===== config.mk =====
export PLATFORM = sky130hd
export DESIGN_NAME = conv_requant_fifo
export DESIGN_NICKNAME = d
export VERILOG_FILES = /design/src/rtl/conv_requant_fifo.sv
export SDC_FILE = /design/constraint.sdc
export NUM_CORES = 1
export LEC_CHECK = 0
export CORE_MARGIN = 8
export CORE_UTILIZATION = 39
export CTS_CLUSTER_SIZE = 8
export DETAILED_ROUTE_END_ITERATION = 7
export PLACE_DENSITY = 0.62
export SETUP_SLACK_MARGIN = 0.5
export SYNTH_ARGS = -nofsm -noshare
export SYNTH_HDL_FRONTEND = slang
export SYNTH_SLANG_ARGS = --single-unit
export TNS_END_PERCENT = 50

===== constraint.sdc =====
create_clock -name clk -period 3.41 [get_ports clk]
set_clock_uncertainty 0.15 [all_clocks]
set_input_delay 1.023 -clock clk [delete_from_list [all_inputs] [get_ports clk]]
set_output_delay 1.023 -clock clk [all_outputs]
set_load 0.005 [all_outputs]

===== src/rtl/conv_requant_fifo.sv =====
// conv_requant_fifo
// -----------------
// Requantisation stage behind the streaming convolution core.
// Each raw MAC result goes through these steps:
//   1. Add a signed per-channel bias.
//   2. Arithmetic right shift by SHIFT.
//   3. Saturate to an unsigned OUT_PREC value.
//   4. Push into a small FIFO that has a valid/ready handshake.
// Every RESULTS_PER_FRAME-th input is tagged as the last result of its frame.
//
// Build option:
//   CONV_REQUANT_ROUND_EN  defined   -> round half up before the shift
//                          undefined -> truncate (floor)
//
// Ports:
//   clk         clock
//   rst         synchronous active-high reset
//   in_data     unsigned conv result (IN_PREC)
//   in_valid    in_data valid this cycle; upstream cannot be stalled
//   bias        signed bias (BIAS_PREC), sampled together with in_data
//   out_data    FIFO head data, 0 when empty (OUT_PREC)
//   out_valid   FIFO non-empty
//   out_ready   consumer takes the head when out_valid & out_ready
//   out_last    head entry closes a frame, 0 when empty
//   overflow    sticky: a result was dropped into a full FIFO
//   fifo_count  occupied FIFO entries
module conv_requant_fifo #(
    parameter int IN_PREC           = 16,
    parameter int BIAS_PREC         = 16,
    parameter int OUT_PREC          = 8,
    parameter int SHIFT             = 4,
    parameter int FIFO_DEPTH        = 4,
    parameter int RESULTS_PER_FRAME = 4
) (
    input  logic                            clk,
    input  logic                            rst,
    input  logic [IN_PREC-1:0]              in_data,
    input  logic                            in_valid,
    input  logic [BIAS_PREC-1:0]            bias,
    output logic [OUT_PREC-1:0]             out_data,
    output logic                            out_valid,
    input  logic                            out_ready,
    output logic                            out_last,
    output logic                            overflow,
    output logic [$clog2(FIFO_DEPTH):0]     fifo_count
);

    // Two guard bits: one for the zero-extended unsigned input, one for the sum.
    localparam int SUM_W = ((IN_PREC > BIAS_PREC) ? IN_PREC : BIAS_PREC) + 2;
    localparam int PTR_W = $clog2(FIFO_DEPTH);
    localparam int CNT_W = PTR_W + 1;
    localparam int FC_W  = (RESULTS_PER_FRAME > 1) ? $clog2(RESULTS_PER_FRAME) : 1;

    localparam logic [FC_W-1:0]     FC_LAST = FC_W'(RESULTS_PER_FRAME - 1);
    localparam logic [CNT_W-1:0]    CNT_FULL = CNT_W'(FIFO_DEPTH);
    localparam logic [OUT_PREC-1:0] OUT_MAX = {OUT_PREC{1'b1}};

    // Saturate a signed shifted sum into the unsigned output range.
    function automatic logic [OUT_PREC-1:0] clamp_out(input logic signed [SUM_W-1:0] v);
        logic [OUT_PREC-1:0] r;
        if (v[SUM_W-1]) begin
            r = {OUT_PREC{1'b0}};
        end else if (|v[SUM_W-2:OUT_PREC]) begin
            r = OUT_MAX;
        end else begin
            r = v[OUT_PREC-1:0];
        end
        return r;
    endfunction

    // ---------------------------------------------------------------
    // Stage 1: bias addition and frame position
    // ---------------------------------------------------------------
    logic signed [SUM_W-1:0] in_ext_s;
    logic signed [SUM_W-1:0] bias_ext_s;
    logic signed [SUM_W-1:0] sum_s;
    logic signed [SUM_W-1:0] s1_sum_r;
    logic                    s1_valid_r;
    logic                    s1_last_r;
    logic [FC_W-1:0]         frame_cnt_r;

    // Widen input (zero-extend) and bias (sign-extend), then add.
    always_comb begin
        in_ext_s   = {{(SUM_W-IN_PREC){1'b0}}, in_data};
        bias_ext_s = {{(SUM_W-BIAS_PREC){bias[BIAS_PREC-1]}}, bias};
        sum_s      = in_ext_s + bias_ext_s;
    end

    // Stage-1 register. The frame counter also counts results that the
    // FIFO later drops, so frame alignment survives an overflow.
    always_ff @(posedge clk) begin
        if (rst) begin
            s1_sum_r    <= {SUM_W{1'b0}};
            s1_valid_r  <= 1'b0;
            s1_last_r   <= 1'b0;
            frame_cnt_r <= {FC_W{1'b0}};
        end else begin
            s1_sum_r   <= sum_s;
            s1_valid_r <= in_valid;
            s1_last_r  <= in_valid && (frame_cnt_r == FC_LAST);
            if (in_valid) begin
                frame_cnt_r <= (frame_cnt_r == FC_LAST) ? {FC_W{1'b0}}
                                                        : frame_cnt_r + FC_W'(1);
            end else begin
                frame_cnt_r <= frame_cnt_r;
            end
        end
    end

    // ---------------------------------------------------------------
    // Stage 2: optional rounding, shift, saturation
    // ---------------------------------------------------------------
    logic signed [SUM_W-1:0] rnd_s;
    logic signed [SUM_W-1:0] shifted_s;
    logic [OUT_PREC-1:0]     s2_data_s;
    logic [OUT_PREC-1:0]     s2_data_r;
    logic                    s2_valid_r;
    logic                    s2_last_r;

`ifdef CONV_REQUANT_ROUND_EN
    // Half of one output LSB; evaluates to zero when SHIFT is 0.
    localparam logic signed [SUM_W-1:0] RND_C = SUM_W'((32'd1 << SHIFT) >> 1);
`endif

    // Round (if enabled), arithmetic shift, clamp.
    always_comb begin
`ifdef CONV_REQUANT_ROUND_EN
        rnd_s = s1_sum_r + RND_C;
`else
        rnd_s = s1_sum_r;
`endif
        shifted_s = rnd_s >>> SHIFT;
        s2_data_s = clamp_out(shifted_s);
    end

    // Stage-2 register.
    always_ff @(posedge clk) begin
        if (rst) begin
            s2_data_r  <= {OUT_PREC{1'b0}};
            s2_valid_r <= 1'b0;
            s2_last_r  <= 1'b0;
        end else begin
            s2_data_r  <= s2_data_s;
            s2_valid_r <= s1_valid_r;
            s2_last_r  <= s1_last_r;
        end
    end

    // ---------------------------------------------------------------
    // Output FIFO; each entry is {last, data}
    // ---------------------------------------------------------------
    logic [OUT_PREC:0]  mem_r [FIFO_DEPTH];
    logic [PTR_W-1:0]   wr_ptr_r;
    logic [PTR_W-1:0]   rd_ptr_r;
    logic [CNT_W-1:0]   count_r;
    logic               overflow_r;
    logic               full_s;
    logic               pop_s;
    logic               wr_s;
    logic [OUT_PREC:0]  head_s;

    // Handshake decode. A pop in the same cycle makes room for a write
    // into a full FIFO.
    always_comb begin
        full_s = (count_r == CNT_FULL);
        pop_s  = (count_r != {CNT_W{1'b0}}) && out_ready;
        wr_s   = s2_valid_r && (!full_s || pop_s);
        head_s = mem_r[rd_ptr_r];
    end

    // Storage array.
    always_ff @(posedge clk) begin
        if (rst) begin
            for (int i = 0; i < FIFO_DEPTH; i++) begin
                mem_r[i] <= {(OUT_PREC+1){1'b0}};
            end
        end else if (wr_s) begin
            mem_r[wr_ptr_r] <= {s2_last_r, s2_data_r};
        end else begin
            mem_r[wr_ptr_r] <= mem_r[wr_ptr_r];
        end
    end

    // Pointers, occupancy and the sticky overflow flag.
    always_ff @(posedge clk) begin
        if (rst) begin
            wr_ptr_r   <= {PTR_W{1'b0}};
            rd_ptr_r   <= {PTR_W{1'b0}};
            count_r    <= {CNT_W{1'b0}};
            overflow_r <= 1'b0;
        end else begin
            wr_ptr_r <= wr_s  ? wr_ptr_r + PTR_W'(1) : wr_ptr_r;
            rd_ptr_r <= pop_s ? rd_ptr_r + PTR_W'(1) : rd_ptr_r;
            case ({wr_s, pop_s})
                2'b10:   count_r <= count_r + CNT_W'(1);
                2'b01:   count_r <= count_r - CNT_W'(1);
                default: count_r <= count_r;
            endcase
            overflow_r <= overflow_r || (s2_valid_r && full_s && !pop_s);
        end
    end

    // Outputs come from registers only; the head is masked while empty.
    assign out_valid  = (count_r != {CNT_W{1'b0}});
    assign out_data   = out_valid ? head_s[OUT_PREC-1:0] : {OUT_PREC{1'b0}};
    assign out_last   = out_valid && head_s[OUT_PREC];
    assign overflow   = overflow_r;
    assign fifo_count = count_r;

endmodule


==> impl_metrics.yaml, run 1 <==
power_and_ir_drop:
  swShare_pct: 26.6
  sequentialPowerShare_pct: 47.0
  powerDensity_nw_per_um2: 491
  p_clk_share_pct: 24.3
  leakage_nw: 1.87
  p_int_mw: 1.64
  p_comb_share_pct: 28.7
  netSwitchingPower_uw: 593
  ir_worst_vdd_v: 0.000199
worst_setup_path:
  critPathCaptureType: "output port"
  slowest_stage: "mux4_2"
  crit_family: "multiplexers"
  r2r-start: "fifo_count[0]"
  path_cells: "buf_6 > buf_4 > mux4_2 > and2_1 > clkdlybuf4s15_1"
  cp.depth: 5
  r2r_end: "fifo_count[2]"
  cp.required_ns: 2.24
  critical-path-max-stage-delay_ns: 0.48
  crit_path_start_kind: "flip-flop"
  critical_path_arrival_ns: 1.76
  cp_max_fo: 5
  rr_worst_depth: 8
  r2r_slack_ns: 1.17
  worstPathBufferInverterCount: 3
  criticalPathCategory: "flip-flop to output port"
layout:
  syn2layout_area_growth_pct: 27.9
  fillers: 825
  final_nets: 445
  regArea_um2: 1840
  drive_gt1_share_pct: 20.3
  antenna_cells: 0
  final_core_util_pct: 50.4
  multi_input_area_um2: 1700
synthesis:
  syn-instance-count: 318
  synth_enable_flop_cells: 36
  synthArstFlopShare_pct: 0
  yosysTopAreaCell: "edfxtp_1"
  postSynthRegisterBits: 74
  synth_top_area_share_pct: 30.4
  synth_most_common_cell: "nor2_1"
  synthTopCellsByArea: "edfxtp_1 30%, dfxtp_1 21%, ha_1 6.3%"
  synthFlopType: "dfxtp_1"
  syn_area_um2: 3550
  synth_nets: 373
  yosys-top-cells-count: "44 x nor2_1, 38 x dfxtp_1, 36 x edfxtp_1, 21 x and2_1"
  synth_warnings: 0
  synth-seq-area-share_pct: 51.8
  synth.distinct_cells: 56
  syn_area_per_cell_um2: 11.2
sta:
  rsz0062_at_grt: "true"
  final_hold_viol_count: 0
  fin_tns_setup_ns: 0
  min_period_ns: 2.94
  slew_viol_final: 0
  report.final.setup_viol: 0
  fin_ws_ns: 0.474
  whs_ns: 0.286
  slew_headroom_pct: 66.0
  clock.fmax_mhz: 341
  worst_slew_pin_slew_ns: 0.509
  min_period_over_period_pct: 86.1
clock_tree:
  numCtsBuffers: 9
  cts_root_buf: "clkbuf_8"
  clock_sinks: 74
  cts_hold_repair.buffers: 0
  cts_tree: "done"
  clockBufferDepth: 2
  clk_latency_ns: 0.33
  clkSlewWorstSetupHoldPaths_ns: 0.07
  htreeDepth: 3
global_routing:
  overflow: 0
  grt_pass1_wl_um: 12300
  gr-usage-all-layers_pct: 12.1
  antenna_found_initial: 0
  grt_pass1_vias: 2636
  grt_max_degree: 32
placed_design:
  portBuffers: 49
  pre_cts_slack_ns: 0.0457
  gp_congestion: 0.789
  dp_hpwl_um: 5260
die:
  core_area_um2: 9020
  rows: 35
  ios: 50
  start_util_pct: 39.4
  die_h_um: 111
  die_area_um2: 12400
  die_w_um: 111
run_status:
  status: "complete, no violations"
detailed_routing:
  routed_wl_um: 7230
  routed_via_density: 4.99
  wl_per_cell_um: 14.3
  drc: 0
  vias: 2525
  dr.pass1.iters: 4
  ant_nets: 0
  drt_first_iter_violations: 133
flow_run:
  drv_cap: 0
worst_hold_path:
  whs_path_depth: 1
  hp-start: "s1_last_r"
  hold_class: "flip-flop to flip-flop"
  hold_end: "s2_last_r"
-- worst max-delay path by stage --
| stage | start | end | slack (ns) |
|---|---|---|---|
| after detailed placement | in_data[6] | rnd_s[15] | 0.05 |
| after global routing | flip-flop | out_data[5] | 0.38 |
| final | flip-flop | out_data[5] | 0.47 |
| after global placement | in_data[6] | rnd_s[15] | 0.10 |
| after floorplan | out_ready | fifo_count[2] | 0.54 |
| after CTS | flip-flop | out_data[3] | 0.33 |
-- placed cells by master (no fill, tap or decap), types with 5 or more instances in the layout --
cell type	instances
nor2_1	44
and2_1	18
nor2b_1	7
nand2_1	15
nor3_1	10
edfxtp_1	36
ha_2	5
ha_1	12
clkdlybuf4s50_1	37
mux4_2	9
clkbuf_1	6
clkbuf_8	9
a21o_1	5
a21oi_1	8
xor2_1	5
dfxtp_1	36
o21a_1	11
buf_4	17
inv_1	18
-- sequential cells by signal (all words and copies together), names as in the netlist, named ones only --
signal / cells
frame_cnt_r: 2
rnd_s: 14
s2_valid_r: 1
fifo_count: 3
overflow: 1
mem_r: 36
s1_last_r: 1
rd_ptr_r: 2
s1_valid_r: 1
wr_ptr_r: 2
s2_data_r: 8
s2_last_r: 1
-- logic make-up (layout without fill, tap and decap cells) --
kind of cell,after synthesis,count (layout),share of synthesized area (%)
compound gates,52,52,11.3
xor+xnor,9,9,2.22
fa+ha+maj,19,19,6.90
buf+inv,28,105,2.99
flops,74,74,51.8
mux,17,17,8.20
simple gates,119,119,16.6
-- cell type report --
cell class,count,share of cell area (%)
clock buffers,15,3.22
clock inverters,1,0.110
inverters,19,1.57
multi-input cells,216,37.3
flip-flops and latches,74,40.6
well taps,111,3.06
repair buffers,70,14.1
-- per-stage QoR --
stage | total power, mW | cells | area, µm²
after floorplan | 1.39 | 318 | 3560
after global placement | 1.60 | 477 | 4220
after detailed placement | 1.61 | 477 | 4220
after CTS | 2.22 | 501 | 4440
after global routing | 2.37 | 506 | 4550
final | 2.23 | 506 | 4550
-- power groups by stage --
| stage | logic [mW] | clock network [mW] | registers [mW] |
|---|---|---|---|
| floorplan | 0.338 | 0 | 1.05 |
| global placement | 0.543 | 0 | 1.06 |
| detailed placement | 0.549 | 0 | 1.06 |
| CTS | 0.607 | 0.561 | 1.05 |
| global route | 0.708 | 0.606 | 1.06 |
| finish | 0.641 | 0.541 | 1.05 |
-- repair_timing --
item / in CTS / in global routing
setup buffers: 7 / 5
endpoints found under the setup margin: 13 / 15
gates resized for setup: 29 / 27
cloned: 1 / 0
pin swaps: 4 / 8
-- routing by layer --
| layer | vias up | GRT usage, % | part of all wire (%) |
|---|---|---|---|
| met1 | 1182 | 14.0 | 45 |
| met3 | 11 | 3.71 | 5.1 |
| met2 | 59 | 20.2 | 49 |
| met5 | - | 0 | 0 |
| li1 | 1273 | - | - |
| met4 | 0 | 5.42 | 1.7 |
No activity file was read; power rests on OpenSTA's default activity.
==> run 2, diff against run 1 <==
--- a/config.mk
+++ b/config.mk
@@ -9,7 +9,8 @@
 export CORE_UTILIZATION = 39
 export CTS_CLUSTER_SIZE = 8
 export DETAILED_ROUTE_END_ITERATION = 7
-export PLACE_DENSITY = 0.62
+export DONT_BUFFER_PORTS = 1
+export PLACE_DENSITY = 0.55
 export SETUP_SLACK_MARGIN = 0.5
 export SYNTH_ARGS = -nofsm -noshare
 export SYNTH_HDL_FRONTEND = slang
==> constraint.sdc (replaced) <==
create_clock -name clk -period 3.41 [get_ports clk]
set_clock_uncertainty 0.15 [all_clocks]
set_input_delay 1.023 -clock clk [delete_from_list [all_inputs] [get_ports clk]]
set_output_delay 1.023 -clock clk [all_outputs]
set_load 0.05 [all_outputs]
==> impl_metrics.yaml, run 2 (synthesis results as in run 1) <==
run_status:
  status: "complete, no violations"
die:
  die_w_um: 111
  die_area_um2: 12400
  start_util_pct: 39.4
  core_area_um2: 9020
  die_h_um: 111
  rows: 35
  ios: 50
worst_setup_path:
  critical-path-max-stage-delay_ns: 0.50
  r2r-start: "fifo_count[2]"
  slowest_stage: "mux4_2"
  critical_path_arrival_ns: 1.70
  worstPathBufferInverterCount: 2
  r2r_slack_ns: 0.85
  crit_family: "multiplexers"
  criticalPathCategory: "flip-flop to output port"
  path_cells: "buf_8 > mux4_2 > and2_1 > buf_4"
  cp_max_fo: 5
  r2r_end: "fifo_count[2]"
  critPathCaptureType: "output port"
  crit_path_start_kind: "flip-flop"
  cp.required_ns: 2.24
  rr_worst_depth: 9
power_and_ir_drop:
  p_clk_share_pct: 30.3
  ir_worst_vdd_v: 0.000215
  p_int_mw: 1.69
  leakage_nw: 1.63
  sequentialPowerShare_pct: 43.2
  p_comb_share_pct: 26.6
  powerDensity_nw_per_um2: 604
  netSwitchingPower_uw: 745
  swShare_pct: 30.6
clock_tree:
  clockBufferDepth: 2
  clkSlewWorstSetupHoldPaths_ns: 0.08
  htreeDepth: 3
  clk_latency_ns: 0.34
  clock_sinks: 74
  numCtsBuffers: 9
  cts_tree: "done"
  cts_hold_repair.buffers: 0
  cts_root_buf: "clkbuf_8"
layout:
  antenna_cells: 0
  drive_gt1_share_pct: 17.9
  layout_common_cells: "44 x nor2_1, 36 x edfxtp_1, 35 x dfxtp_1"
  top_register: "mem_r"
  largest_reg_flops: 36
  final_nets: 391
  final_core_util_pct: 44.8
  syn2layout_area_growth_pct: 13.7
  fillers: 887
  layout_commonest_cell: "nor2_1"
detailed_routing:
  routed_wl_um: 6750
  wl_per_cell_um: 14.9
  dr.pass1.iters: 4
  drt_first_iter_violations: 63
  drc: 0
  vias: 2280
  routed_via_density: 5.04
  ant_nets: 0
sta:
  min_period_over_period_pct: 84.2
  final_hold_viol_count: 0
  report.final.setup_viol: 0
  fin_tns_setup_ns: 0
  rsz0062_at_grt: "true"
  slew_headroom_pct: 56.4
  clock.fmax_mhz: 348
  whs_ns: 0.291
  worst_slew_pin_slew_ns: 0.649
  min_period_ns: 2.87
  slew_viol_final: 0
global_routing:
  grt_pass1_wl_um: 11400
  gr-usage-all-layers_pct: 11.3
  grt_max_degree: 40
  overflow: 0
  grt_pass1_vias: 2447
  antenna_found_initial: 0
placed_design:
  portBuffers: 0
  gp_congestion: 0.778
  dp_hpwl_um: 4880
worst_hold_path:
  hold_end: "s2_data_r[4]"
  hold_class: "flip-flop to flip-flop"
  hp-start: "rnd_s[8]"
  whs_path_depth: 1
flow_run:
  drv_cap: 0
-- run 2: repair_timing --
item                       4_1_cts  5_1_grt
resized for setup                6        5
setup endpoints to repair       10       10
setup buffers                    0        0
gates cloned                     1        0
hold endpoints to repair         0        0
-- run 2: routing by layer --
layer	track usage (%)	vias up	wire [µm]
met4	5.87	0	141
met5	0	-	0
met2	19.1	53	3150
met3	1.99	11	239
li1	-	1174	-
met1	13.3	1042	3220
-- run 2: power groups by stage --
| stage | Combinational [mW] | Sequential [mW] | Clock, mW |
|---|---|---|---|
| after floorplan | 0.465 | 1.08 | 0 |
| after global placement | 0.624 | 1.06 | 0 |
| final | 0.648 | 1.05 | 0.739 |
| after detailed placement | 0.630 | 1.07 | 0 |
| after CTS | 0.651 | 1.05 | 0.763 |
| after global routing | 0.708 | 1.06 | 0.802 |
-- run 2: worst max-delay path by stage --
stage / cells past startpoint / slack [ns] / end
2_1_floorplan: 9 / 0.45 / fifo_count[2]
3_3_place_gp: 9 / 0.35 / fifo_count[2]
3_5_place_dp: 9 / 0.32 / fifo_count[2]
4_1_cts: 4 / 0.50 / out_data[2]
5_1_grt: 4 / 0.49 / out_data[0]
6_report: 4 / 0.54 / out_data[1]
-- run 2: worst reg2reg max path, cell delays in order, from the launching register on --
cell and delay [ns]:
dfxtp_2 0.52, nor4b_2 0.30, nor2b_1 0.15, inv_2 0.13
ha_1 0.19, inv_1 0.06, fa_1 0.37, xor2_1 0.15
or3_1 0.31, a21oi_1 0.15
-- run 2: final cells by class --
type	instances	area (µm²)	share of cell area [%]
sequential	74	1850	45.7
clock buffer	11	174	4.30
timing repair buffer	16	135	3.34
tap	111	139	3.44
multi-input combinational	216	1620	40.0
inverter	19	71.3	1.76
clock inverter	5	56.3	1.39
-- run 2: stage by stage --
step	area [µm²]	power [mW]	cells	setup slack (ns)
after global routing	4040	2.57	452	0.490
after floorplan	3560	1.55	318	0.446
after detailed placement	3770	1.69	435	0.318
after global placement	3770	1.69	435	0.351
after CTS	4020	2.46	452	0.502
final	4040	2.44	452	0.537
==> run 3, diff against run 2 <==
--- a/config.mk
+++ b/config.mk
@@ -10,7 +10,7 @@
 export CTS_CLUSTER_SIZE = 8
 export DETAILED_ROUTE_END_ITERATION = 7
 export DONT_BUFFER_PORTS = 1
-export PLACE_DENSITY = 0.55
+export PLACE_DENSITY = 0.57
 export SETUP_SLACK_MARGIN = 0.5
 export SYNTH_ARGS = -nofsm -noshare
 export SYNTH_HDL_FRONTEND = slang
==> constraint.sdc (replaced) <==
create_clock -name clk -period 2.59 [get_ports clk]
set_clock_uncertainty 0.15 [all_clocks]
set_input_delay 0.777 -clock clk [delete_from_list [all_inputs] [get_ports clk]]
set_output_delay 0.777 -clock clk [all_outputs]
set_load 0.05 [all_outputs]
==> impl_metrics.yaml, run 3 (synthesis results as in run 1) <==
sta:
  clock.fmax_mhz: 383
  slew_viol_final: 0
  rsz0062_at_grt: "true"
  slew_headroom_pct: 60.3
  final_hold_viol_count: 0
  report.final.setup_viol: 2
  worst_slew_pin_slew_ns: 0.595
  fin_ws_ns: -0.0185
  min_period_ns: 2.61
  min_period_over_period_pct: 101
  fin_tns_setup_ns: -0.0189
detailed_routing:
  ant_nets: 0
  routed_via_density: 5.14
  dr.pass1.iters: 4
  drc: 0
  routed_wl_um: 7210
  wl_per_cell_um: 15.6
  vias: 2369
  drt_first_iter_violations: 108
die:
  rows: 35
  start_util_pct: 39.4
  die_w_um: 111
  die_area_um2: 12400
  core_area_um2: 9020
  die_h_um: 111
  ios: 50
worst_setup_path:
  rr_worst_depth: 10
  cp.required_ns: 1.66
  worst_path_most_repeated_cell: "buf_12"
  cp.depth: 4
  r2r_slack_ns: 0.15
  r2r-start: "fifo_count[0]"
  criticalPathCategory: "flip-flop to output port"
  slowest_stage: "mux4_2"
  r2r_end: "fifo_count[2]"
  crit_end: "out_data[2]"
  crit_path_start_kind: "flip-flop"
  worstPathBufferInverterCount: 2
  crit_family: "multiplexers"
  cp_max_fo: 5
  path_cells: "buf_12 > mux4_2 > and2_4 > buf_12"
  critPathCaptureType: "output port"
  critical_path_arrival_ns: 1.68
  critical-path-max-stage-delay_ns: 0.52
layout:
  layout_commonest_cell: "nor2_1"
  antenna_cells: 0
  largest_reg_flops: 36
  top_register: "mem_r"
  fillers: 803
  syn2layout_area_growth_pct: 28.8
  drive_gt1_share_pct: 31.4
  layout_common_cells: "43 x nor2_1, 36 x edfxtp_1, 35 x dfxtp_1"
  final_nets: 400
global_routing:
  antenna_found_initial: 0
  grt_max_degree: 40
  grt_pass1_wl_um: 12100
  overflow: 0
  grt_pass1_vias: 2464
  gr-usage-all-layers_pct: 12.1
clock_tree:
  clock_sinks: 74
  htreeDepth: 3
  clk_latency_ns: 0.33
  numCtsBuffers: 9
  cts_hold_repair.buffers: 0
  clkSlewWorstSetupHoldPaths_ns: 0.07
  cts_root_buf: "clkbuf_8"
  clockBufferDepth: 2
  cts_tree: "done"
flow_run:
  drv_cap: 0
placed_design:
  gp_congestion: 0.800
  pre_cts_slack_ns: -0.00791
  portBuffers: 0
  dp_hpwl_um: 4890
run_status:
  status: "finished, violations left"
  violations: "negative setup slack"
power_and_ir_drop:
  ir_worst_vdd_v: 0.000298
  leakage_nw: 1.75
  powerDensity_nw_per_um2: 778
worst_hold_path:
  hold_class: "flip-flop to flip-flop"
[run 3: what timing repair did]
| action | CTS | global route |
|---|---|---|
| hold endpoints to repair | 0 | 0 |
| cloned | 2 | 0 |
| setup buffers | 5 | 0 |
| gates resized for setup | 29 | 13 |
| pin swaps | 19 | 28 |
| endpoints found under the setup margin | 41 | 17 |
[run 3: worst reg2reg max path, cell delays in order (launching register included)]
cell,delay [ns]
dfxtp_4,0.37
buf_6,0.12
nor4b_4,0.30
nor2b_2,0.08
inv_2,0.15
ha_4,0.16
inv_2,0.03
fa_2,0.36
xor2_2,0.19
or3_1,0.36
a21oi_2,0.11
[run 3: metal layers]
layer	global-route usage [%]	vias up	wire, µm
met5	0	-	0
met4	4.53	0	82
met3	5.54	6	572
li1	-	1190	-
met1	14.3	1112	3260
met2	18.6	61	3290
[run 3: cell type report]
| type | count | area [µm²] | share of cell area (%) |
|---|---|---|---|
| clock buffer | 15 | 188 | 4.10 |
| clock inverter | 1 | 30.0 | 0.656 |
| inverter | 19 | 71.3 | 1.56 |
| multi-input combinational | 217 | 1950 | 42.6 |
| sequential | 74 | 1850 | 40.5 |
| tap | 111 | 139 | 3.03 |
| timing repair buffer | 24 | 348 | 7.60 |
[run 3: how the worst min path moves through the flow]
stage | startpoint | endpoint | cells past startpoint
final | s1_valid_r | s2_valid_r | 1
after global routing | s1_last_r | s2_last_r | 1
after CTS | s1_valid_r | s2_valid_r | 1
after detailed placement | rnd_s[10] | s2_data_r[6] | 1
after global placement | s1_valid_r | s2_valid_r | 1
after floorplan | s1_last_r | s2_last_r | 1
[run 3: power breakdown]
part / total, mW / switching, mW / internal [mW] / leakage, nW
Combinational: 1.23 / 0.601 / 0.626 / 0.951
Sequential: 1.39 / 0.0623 / 1.33 / 0.692
Clock: 0.941 / 0.383 / 0.558 / 0.109
Total: 3.56 / 1.05 / 2.51 / 1.75
[run 3: through the flow]
step / utilization (%) / hold WS (ns) / power [mW] / cell area, µm² / cells
floorplan: - / 0.264 / 2.10 / 3750 / 318
global placement: 45.6 / 0.269 / 2.42 / 4120 / 438
detailed placement: 45.6 / 0.274 / 2.43 / 4120 / 438
CTS: 50.0 / 0.297 / 3.56 / 4510 / 461
global route: 50.8 / 0.310 / 3.73 / 4580 / 461
finish: 50.8 / 0.291 / 3.56 / 4580 / 461
==> variant: new RTL, settings of run 2 <==
`RESULTS_PER_FRAME`: 4 -> 16.
--- a/src/rtl/conv_requant_fifo.sv
+++ b/src/rtl/conv_requant_fifo.sv
@@ -32,3 +32,3 @@
     parameter int FIFO_DEPTH        = 4,
-    parameter int RESULTS_PER_FRAME = 4
+    parameter int RESULTS_PER_FRAME = 16
 ) (
Formal check against the unedited RTL: not equivalent (Yosys sat finds a counterexample within 10 cycles, from zero or initial values and one cycle with rst high).
==> variant against run 2 <==
Synthesized area rose by 2.7%; maximum frequency is 0.41% higher; worst setup slack improved by 12 ps; wire length up 1.6%; total power grew 2.0%; worst hold slack about the same; highest routed layer unchanged; critical path type unchanged; count of clock-buffer cells in the layout rose by 3; final area is 2.4% higher; clock power is 3.0% higher; synthesized cell count up 7.5%; sequential cell count grew 2.
==> variant: results (changes against run 2) <==
Slew HR 65.4% (+9.0 points); diode count 0 (unchanged); final worst hold slack 291 ps (-0.213 ps); post-DP HPWL 4.92 mm (+0.86%); Clock Latency Late Sink 330 ps; first-pass GRT wire length 11.4 mm (about the same); residual DRC count 0 (unchanged); CP max stage cell mux4_2; Main synth FF type dfxtp_1; largest register by flop count mem_r; Max H-tree Level 3 (unchanged); hold path endpoint s2_data_r[7]; Placed Area 3870 µm² (+2.6%); layout cell share with drive strength beyond 1 16.5% (-1.4 points); Syn Nets 397 (+6.4%); slowest stage delay, CP 510 ps; M2 GR Usage 19.6% (+0.55 points); DRT iter0 DRCs 92 (+46%); Wirelength per Cell 14.4 µm (-3.3%); gr usage total 11.1% (-0.13 points); vias in the first global route 2,432 (-0.61%); M3 GR Usage 2.56% (+0.57 points); Worst R2R End fifo_count[2]; number of synthesized flops with an enable pin 36 (unchanged); leakage 1.68 nW (+3.2%); Root Buffer clkbuf_8; synth warn 0 (unchanged); nets@finish 414 (+5.9%); Area contributors post-synth edfxtp_1 (30%), dfxtp_1 (22%), ha_1 (6.2%); R2R Path Start fifo_count[1]; Seq/Total Area, Yosys 51.6% (-0.25 points); Pre-antenna DRT Iters 6 (+2); Clock Path Buffers 2 (unchanged); Setup WS pre-CTS 153 ps (-166 ps); clk slew on worst S/H paths 80 ps (about the same); hold path depth 1 (unchanged); flop-to-flop setup slack 820 ps (-30 ps); worst path arrival time 1690 ps; Async S/R FF share, synth 0% (unchanged); CP max FO 5 (unchanged); FILL cells 890 (+0.34%); count of cell types in the netlist 45 (-20%); status finished, final reports clean; CTS buffer count 9 (unchanged); Max VDD drop 211 µV (-1.9%); Final Wtd Congestion 0.829 (+6.6%); port bufs 0 (unchanged); max reg flops 36 (unchanged); initial antenna violation count 0 (unchanged); synth cell count leaders nor2_1 (53), dfxtp_1 (40), edfxtp_1 (36), nand2_1 (26), a21oi_1 (22); hold_sp rnd_s[11]; hold crit path type flop to flop; pin count of the biggest net entering global routing 40 (unchanged); post-route setup slack 549 ps (+11.7 ps); vias after detailed routing 2,346 (+2.9%); R2R depth 9 (unchanged); grt met1 use 12.5% (-0.82 points)
## variant: cell count changes in the layout (fill, tap and decap cells not counted), moves of 3 or more
cell,delta
o21ai_0,+4
nor3_1,-7
nand2_1,+11
buf_4,+4
nor2_1,+9
xnor2_1,+8
a21oi_1,+13
nor2b_1,-3
a21o_1,-3
## variant: repair_timing
item	CTS	global route
hold buffers	0	0
setup endpoints to repair	10	10
hold endpoints to repair	0	0
cloned	1	0
setup buffers	0	0
resized for setup	4	4
## variant: critical path, delay by kind of cell, from the launching register on
| kind | cells | cell delay [ps] |
|---|---|---|
| buffers and inverters | 2 | 320 |
| DFF | 1 | 350 |
| and+or+nand+nor | 1 | 170 |
| muxes | 1 | 510 |
## variant: layout make-up
cell class,instances,area share (%)
clock buffers,14,5.50
clock inverters,2,0.363
inverters,21,1.90
multi-input cells,233,40.0
flip-flops and latches,76,45.6
well taps,111,3.36
repair buffers,18,3.36
## variant: cells by family (layout without fill, tap and decap cells)
family | Yosys count | after routing | share of synthesized area (%)
AOI/OAI and AO/OA | 57 | 57 | 11.1
and+or+nand+nor | 127 | 127 | 16.3
adders and majority gates | 19 | 19 | 6.72
muxes | 13 | 13 | 6.79
xor gates and xnor gates | 17 | 17 | 4.08
DFF | 76 | 76 | 51.6
buffers and inverters | 33 | 55 | 3.43
## variant: routing by layer
layer / vias up / wire length (µm)
li1: 1225 / -
met1: 1062 / 3120
met2: 48 / 3360
met3: 11 / 265
met4: 0 / 108
met5: - / 0
## variant: per-stage QoR
step / cells / utilization, % / total power [mW]
2_1_floorplan: 342 / - / 1.59
5_1_grt: 475 / 45.2 / 2.62
3_3_place_gp: 458 / 42.3 / 1.73
6_report: 475 / 45.2 / 2.49
3_5_place_dp: 458 / 42.3 / 1.73
4_1_cts: 475 / 45.1 / 2.51
## variant: power breakdown
part	leakage, nW	total [mW]	internal (mW)	switching, mW
combinational	0.850	0.645	0.259	0.387
clock	0.124	0.761	0.444	0.317
sequential	0.707	1.08	1.03	0.0515
total	1.68	2.49	1.73	0.755
## variant: worst max-delay path by stage
stage,start,to,cells past startpoint
2_1_floorplan,out_ready,fifo_count[2],9
5_1_grt,flop,out_data[6],4
4_1_cts,fifo_count[1],out_data[2],3
3_3_place_gp,out_ready,fifo_count[2],9
6_report,flop,out_data[6],4
3_5_place_dp,out_ready,fifo_count[2],9
